==> src/rtl/serial_frame_collector_pkg.sv <==
// Shared types and constants for the serial frame collector slice.
package serial_frame_collector_pkg;

    localparam int unsigned FRAME_W = 5;
    localparam int unsigned CNT_W   = 8;

    typedef enum logic {
        IDLE  = 1'b0,
        SHIFT = 1'b1
    } state_t;

    typedef struct packed {
        logic [FRAME_W-1:0] data;
        logic               parity;
    } frame_t;

endpackage

==> src/rtl/sync_fifo.sv <==
// Synchronous FIFO with extra pointer bit for full/empty; push accepted when full if a pop lands on the same edge.
module sync_fifo #(
    parameter int unsigned WIDTH = 6,
    parameter int unsigned DEPTH = 4
) (
    input  logic             clk,
    input  logic             rst,
    input  logic             push,
    input  logic [WIDTH-1:0] push_data,
    output logic             full,
    input  logic             pop,
    output logic [WIDTH-1:0] pop_data,
    output logic             empty
);

    localparam int unsigned PTR_W = $clog2(DEPTH);

    logic [WIDTH-1:0] mem [DEPTH];
    logic [PTR_W:0]   wr_ptr;
    logic [PTR_W:0]   rd_ptr;
    logic             do_push;
    logic             do_pop;

    assign empty    = (wr_ptr == rd_ptr);
    assign full     = (wr_ptr[PTR_W] != rd_ptr[PTR_W]) &&
                      (wr_ptr[PTR_W-1:0] == rd_ptr[PTR_W-1:0]);
    assign do_pop   = pop && !empty;
    assign do_push  = push && (!full || do_pop);
    assign pop_data = mem[rd_ptr[PTR_W-1:0]];

    always_ff @(posedge clk or posedge rst) begin
        if (rst) begin
            wr_ptr <= '0;
            rd_ptr <= '0;
            for (int unsigned i = 0; i < DEPTH; i++) begin
                mem[i] <= '0;
            end
        end else begin
            if (do_push) begin
                mem[wr_ptr[PTR_W-1:0]] <= push_data;
                wr_ptr                 <= wr_ptr + (PTR_W+1)'(1);
            end
            if (do_pop) begin
                rd_ptr <= rd_ptr + (PTR_W+1)'(1);
            end
        end
    end

endmodule

==> src/rtl/serial_frame_collector.sv <==
// Reassembles MSB-first serial frames, attaches even parity and queues them behind a valid/ready FIFO.
module serial_frame_collector
    import serial_frame_collector_pkg::*;
#(
    parameter int unsigned WIDTH = FRAME_W,
    parameter int unsigned DEPTH = 4
) (
    input  logic             clk,
    input  logic             rst,
    input  logic             start,
    input  logic             sdata,
    output logic [WIDTH-1:0] out_data,
    output logic             out_parity,
    output logic             out_valid,
    input  logic             out_ready,
    output logic             busy,
    output logic [CNT_W-1:0] abort_cnt,
    output logic             overflow
);

    localparam int unsigned IDX_W   = $clog2(WIDTH);
    localparam int unsigned ENTRY_W = WIDTH + 1;

    state_t             state;
    state_t             next_state;
    logic [IDX_W-1:0]   bit_idx;
    logic [WIDTH-1:0]   acc;
    logic [WIDTH-1:0]   acc_shift;
    logic               last_bit;
    logic               push;
    logic               abort;
    logic               pop;
    logic               fifo_full;
    logic               fifo_empty;
    logic [ENTRY_W-1:0] head;

    assign acc_shift = {acc[WIDTH-2:0], sdata};
    assign last_bit  = (bit_idx == IDX_W'(WIDTH-1));
    assign pop       = !fifo_empty && out_ready;

    // State register; busy is registered from the next state so it tracks SHIFT exactly.
    always_ff @(posedge clk or posedge rst) begin
        if (rst) begin
            state <= IDLE;
            busy  <= 1'b0;
        end else begin
            state <= next_state;
            busy  <= (next_state == SHIFT);
        end
    end

    always_comb begin
        next_state = state;
        case (state)
            IDLE:    if (start) next_state = SHIFT;
            SHIFT:   if (!start && last_bit) next_state = IDLE;
            default: next_state = IDLE;
        endcase
    end

    // A restart wins over completion, so a start on the last bit cycle never pushes.
    always_comb begin
        push  = 1'b0;
        abort = 1'b0;
        if (state == SHIFT) begin
            push  = !start && last_bit;
            abort = start;
        end
    end

    always_ff @(posedge clk or posedge rst) begin
        if (rst) begin
            acc       <= '0;
            bit_idx   <= '0;
            abort_cnt <= '0;
            overflow  <= 1'b0;
        end else begin
            if (start || state == SHIFT) begin
                acc <= acc_shift;
            end
            if (start) begin
                bit_idx <= IDX_W'(1);
            end else if (state == SHIFT) begin
                bit_idx <= last_bit ? '0 : bit_idx + IDX_W'(1);
            end
            if (abort && abort_cnt != {CNT_W{1'b1}}) begin
                abort_cnt <= abort_cnt + CNT_W'(1);
            end
            if (push && fifo_full && !pop) begin
                overflow <= 1'b1;
            end
        end
    end

    sync_fifo #(
        .WIDTH (ENTRY_W),
        .DEPTH (DEPTH)
    ) u_fifo (
        .clk       (clk),
        .rst       (rst),
        .push      (push),
        .push_data ({acc_shift, ^acc_shift}),
        .full      (fifo_full),
        .pop       (pop),
        .pop_data  (head),
        .empty     (fifo_empty)
    );

    assign out_valid  = !fifo_empty;
    assign out_data   = head[ENTRY_W-1:1];
    assign out_parity = head[0];

endmodule

==> config.mk <==
export PLATFORM = sky130hd
export DESIGN_NAME = serial_frame_collector
export DESIGN_NICKNAME = d
export VERILOG_FILES = /design/src/rtl/serial_frame_collector_pkg.sv /design/src/rtl/sync_fifo.sv /design/src/rtl/serial_frame_collector.sv
export SDC_FILE = /design/constraint.sdc
export NUM_CORES = 1
export LEC_CHECK = 0
export CAP_MARGIN = 0
export CORE_MARGIN = 5
export CORE_UTILIZATION = 50
export CTS_CLUSTER_SIZE = 40
export DETAILED_ROUTE_END_ITERATION = 6
export PLACE_DENSITY = 0.74
export SETUP_SLACK_MARGIN = 0.02
export SLEW_MARGIN = 15
export SYNTH_ARGS = -nofsm -noshare
export SYNTH_HDL_FRONTEND = slang
export SYNTH_SLANG_ARGS = --single-unit
==> constraint.sdc <==
create_clock -name clk -period 3.75 [get_ports clk]
set_input_delay 0.5625 -clock clk [delete_from_list [all_inputs] [get_ports clk]]
set_output_delay 0.5625 -clock clk [all_outputs]
set_load 0.005 [all_outputs]
==> results.cfg, run 1 <==
[status]
status = complete, no violations

[logic_synthesis]
avgSynthCellArea_um2 = 14.1
ys_warn_count = 0
ys_ff_latch = 47
syn-cell-area_mm2 = 0.00240
synthTopCellsByArea = dfrtp_1 (49%), mux2_4 (15%), mux4_1 (6.6%)
syn_nets = 183
netlist-cell-type-count = 33
yosysSeqAreaShare = 0.489
synthArstFlopShare = 1.00
synth_top_area_cell = dfrtp_1
ys.flop_type = dfrtp_1
synth_common_cells = dfrtp_1 (47), mux2_4 (24), nand2_1 (10), xnor2_1 (10)
synth_edf_count = 0
synth.top_cell.area_share = 0.489
synth_most_common_cell = dfrtp_1
synth_cells = 170

[drt]
drt_iter0_drc = 82
vias = 1375
ant_nets = 0
wl_mm = 4.33
route.detailed.drc = 0
viasPerCell = 5.50
dr.pass1.iters = 4
wire_per_inst_um = 17.3

[floorplanning]
fp.dieW_um = 79.3
die-area_mm2 = 0.00629
core_mm2 = 0.00469
pin_count = 22
rows = 25
start_util = 0.512
dieHeight_um = 79.3

[timing]
finClkSkew_ns = 0.00765
setup_ws_ns = 1.11
finalHoldViolations = 0
setup_tns_ns = 0
period_share = 0.705
slew_violations = 0
relSlewSlack = 0.614
rsz0062_at_grt = false
period_minus_slack_ns = 2.64
setup_viol = 0
timing.fmax_mhz = 378
tightest_slew_ns = 0.579

[power]
vdd_drop_max_mv = 0.292
p_leak_uw = 0.00139
intPower_uw = 1180
p_comb_frac = 0.363
clock_power_share = 0.174
p_switching_uw = 590
power_frac_seq = 0.463
cellPowerDensity_mw_per_mm2 = 642
netSwitchingFraction = 0.333

[clock_network]
clock_path_buffers = 2
cts_tree = built
cts_hold_buf = 0
root_buffer = clkbuf_8
clock-sinks = 47
clk_pin_slew_ns = 0.09
htree_levels = 2
clk_latency_ns = 0.30
postCtsSetupBuffers = 0
cts.repair.resized = 0
cts_buffers = 5

[final_layout]
insertedDiodeCount = 0
nets = 208
fin_cells = 250
fillers = 360
area_delta_synth_final_pct = 14.7
drive_gt1_frac = 0.240

[global_route]
grt_max_degree = 48
globalRouteMet3Util = 0.0431
grt_pass1_wl_mm = 7.32
grt_use_met2 = 0.233
grt_pass1_vias = 1452
busiest_layer = met2
grt_use_met1 = 0.213
grt_use_total = 0.154
antenna_found_initial = 0
grt_overflow = 0

[setup_path]
worst_ep_arrival_time_ns = 2.08
critical_path_class = reg -> out
critical_path_required_ns = 3.19
r2r_cells = 6
end_kind = output pin
cp-start-kind = flop
crit_fanout = 9

[placed_design]
dp_slack_ns = 1.26
portBuffers = 21
globalplace.congestion = 0.764
dp_hpwl_mm = 3.09
dp_cells = 242

[min_path]
hp-class = reg -> reg
hold_depth = 1

[run]
cap_violations = 0
==> placed cells by master, fill, tap and decap left out, types with 5 or more instances in the layout <==
cell type	synthesis	routed
a21oi_1	6	6
clkbuf_8	0	5
clkdlybuf4s50_1	0	21
dfrtp_1	47	47
ha_1	8	8
inv_1	8	7
mux2_2	6	6
mux2_4	24	24
mux4_1	6	6
nand2_1	10	10
nor2_1	5	5
xnor2_1	10	10
==> final timing paths <==
path	from	endpoint	slack [ns]
max	u_fifo.rd_ptr[0]	out_data[3]	1.11
min	overflow	overflow	0.49
max reg2reg	bit_idx[0]	u_fifo.mem[4]	1.80
min reg2reg	overflow	overflow	0.49
max in group asynchronous	rst	u_fifo.mem[3]	2.65
min in group asynchronous	rst	u_fifo.wr_ptr[2]	0.72
==> power by group through the flow <==
stage	sequential, uW	combinational (uW)	clock [uW]
after CTS	821	653	317
after detailed placement	829	650	0
after global routing	847	702	342
final	819	643	309
after global placement	817	625	0
after floorplan	760	478	0
==> kinds of logic after synthesis <==
| group | after synthesis | share of synthesized area |
|---|---|---|
| multiplexers | 37 | 0.248 |
| buffers and inverters | 12 | 0.0229 |
| AO/OA/AOI/OAI | 18 | 0.0562 |
| AND/OR/NAND/NOR | 34 | 0.0880 |
| adder cells (fa/ha/maj) | 8 | 0.0416 |
| flip-flops | 47 | 0.489 |
| XOR/XNOR | 14 | 0.0541 |
==> per-stage QoR <==
step	utilization	cell area [um^2]	total power, uW	hold WS, ns
after floorplan	-	2400	1240	0.468
after detailed placement	0.568	2660	1480	0.467
final	0.588	2760	1770	0.487
after global placement	0.568	2660	1440	0.477
after CTS	0.588	2760	1790	0.491
after global routing	0.588	2760	1890	0.506
==> layer usage <==
layer / share of wire / wire length [um]
met2: 0.47 / 2040
met4: 0.016 / 68
met1: 0.48 / 2090
met5: 0 / 0
met3: 0.030 / 128
==> state kept, by name, indices dropped and copies added, names as in the netlist <==
signal	cells
u_fifo.mem	24
abort_cnt	8
acc	4
bit_idx	3
u_fifo.rd_ptr	3
u_fifo.wr_ptr	3
overflow	1
state	1
==> cell type report <==
| cell class | count | area, um^2 | share of cell area |
|---|---|---|---|
| inverter | 8 | 30.0 | 0.0109 |
| timing repair buffer | 22 | 218 | 0.0789 |
| clock buffer | 5 | 68.8 | 0.0250 |
| multi-input combinational | 111 | 1170 | 0.425 |
| tap | 54 | 67.6 | 0.0245 |
| sequential | 47 | 1180 | 0.426 |
| clock inverter | 3 | 25.0 | 0.00907 |
==> worst max-delay path: stages, from the launching register on <==
cell and delay [ns]:
dfrtp_1 0.66, mux4_1 0.65, clkdlybuf4s50_1 0.47
(Power assumes the default switching activity.)
==> run 2: changes to the inputs <==
- clock period: 3.75 -> 2.5 ns (I/O delays scaled with it)
==> results.cfg, run 2 (synthesis gave the netlist of run 1 again) <==
[clock_network]
cts.repair.resized = 0
clock-sinks = 47
htree_levels = 2
cts_hold_buf = 0
clk_latency_ns = 0.30
clk_pin_slew_ns = 0.08
cts_tree = built
root_buffer = clkbuf_8
postCtsSetupBuffers = 0
clock_path_buffers = 2
cts_buffers = 5

[power]
vdd_drop_max_mv = 0.565
cellPowerDensity_mw_per_mm2 = 992
power_frac_seq = 0.434
p_comb_frac = 0.371
p_leak_uw = 0.00141
netSwitchingFraction = 0.319
p_switching_uw = 884
intPower_uw = 1890
clock_power_share = 0.196

[placed_design]
dp_slack_ns = 0.391
portBuffers = 21
dp_cells = 245
dp_hpwl_mm = 3.11
globalplace.congestion = 0.803

[global_route]
grt_pass1_vias = 1432
grt_use_total = 0.152
grt_overflow = 0
grt_pass1_wl_mm = 7.37
grt_max_degree = 48
antenna_found_initial = 0

[timing]
rsz0062_at_grt = false
finClkSkew_ns = 0.00407
timing.fmax_mhz = 440
slew_violations = 0
tightest_slew_ns = 0.570
setup_tns_ns = 0
period_share = 0.909
finalHoldViolations = 0
relSlewSlack = 0.620
setup_viol = 0
setup_ws_ns = 0.227
period_minus_slack_ns = 2.27

[setup_path]
crit_path_end = out_valid
end_kind = output pin
worst_ep_arrival_time_ns = 1.90
rr_startpoint = bit_idx[0]
critical_path_required_ns = 2.12
startpoint = u_fifo.rd_ptr[1]
r2r_setup_slack_ns = 0.57
worstReg2RegEnd = u_fifo.mem[21]
crit_fanout = 9
r2r_cells = 6
critical_path_class = reg -> out
cp-start-kind = flop

[drt]
wl_mm = 4.27
dr.pass1.iters = 4
drt_iter0_drc = 56
wire_per_inst_um = 16.9
viasPerCell = 5.56
vias = 1401
ant_nets = 0
route.detailed.drc = 0

[final_layout]
final_cell_mix = dfrtp_1 (47), mux2_4 (24), clkdlybuf4s50_1 (21), nand2_1 (10), xnor2_1 (10)
fin_cells = 252
largestRegisters = u_fifo.mem: 24 flops, abort_cnt: 8 flops, acc: 4 flops
regMostFlops = u_fifo.mem
nets = 211
insertedDiodeCount = 0
area_delta_synth_final_pct = 16.2
drive_gt1_frac = 0.247
largest_reg_flops = 24
final_common_cell = dfrtp_1

[floorplanning]
pin_count = 22
start_util = 0.512
rows = 25
die-area_mm2 = 0.00629
fp.dieW_um = 79.3
dieHeight_um = 79.3
core_mm2 = 0.00469

[min_path]
hp-start = overflow
hp-class = reg -> reg

[status]
status = complete, no violations

[run]
cap_violations = 0
==> run 2: changes by cell type in the layout (fill, tap and decap cells not counted), sizes merged <==
cell | before | now
buf | 1 | 4
bufinv | 0 | 1
clkinv | 3 | 1
==> run 2: metal layers <==
layer  wire, um  vias to the layer above  GRT usage
met1       2070                      702      0.219
met2       2000                       22      0.223
met4         61                        0     0.0533
met3        145                        6     0.0397
li1           -                      671          -
met5          0                        -          0
==> run 2: layout make-up <==
class | count | area [um^2]
clock buffers | 5 | 68.8
clock inverters | 2 | 37.5
fillers | 375 | 1900
inverters | 8 | 30.0
multi-input cells | 111 | 1170
flip-flops and latches | 47 | 1180
well taps | 54 | 67.6
repair buffers | 25 | 240
==> run 2: worst max-delay path: stages (launching register included) <==
cell             delay, ns
dfrtp_1               0.53
xnor2_1               0.32
and2_2                0.25
nand2_1               0.06
clkdlybuf4s50_1       0.44
==> run 2: power by group through the flow <==
stage                     combinational, uW  sequential, uW  clock [uW]
after floorplan                         716            1140           0
after global placement                  993            1190           0
after detailed placement               1030            1210           0
after CTS                              1040            1200         558
after global routing                   1120            1240         590
final                                  1030            1200         542
==> run 2: worst min-delay path by stage <==
stage,to,cells after the start
CTS,overflow,1
finish,overflow,1
global placement,overflow,1
global route,overflow,1
floorplan,overflow,1
detailed placement,overflow,1
==> run 2: through the flow <==
stage          total power (uW)  utilization  hold slack, ns  instance area [um^2]
4_1_cts                    2800        0.595           0.490                  2790
3_5_place_dp               2250        0.573           0.466                  2690
3_3_place_gp               2190        0.573           0.478                  2690
6_report                   2770        0.595           0.480                  2790
2_1_floorplan              1860            -           0.468                  2400
5_1_grt                    2950        0.595           0.499                  2790
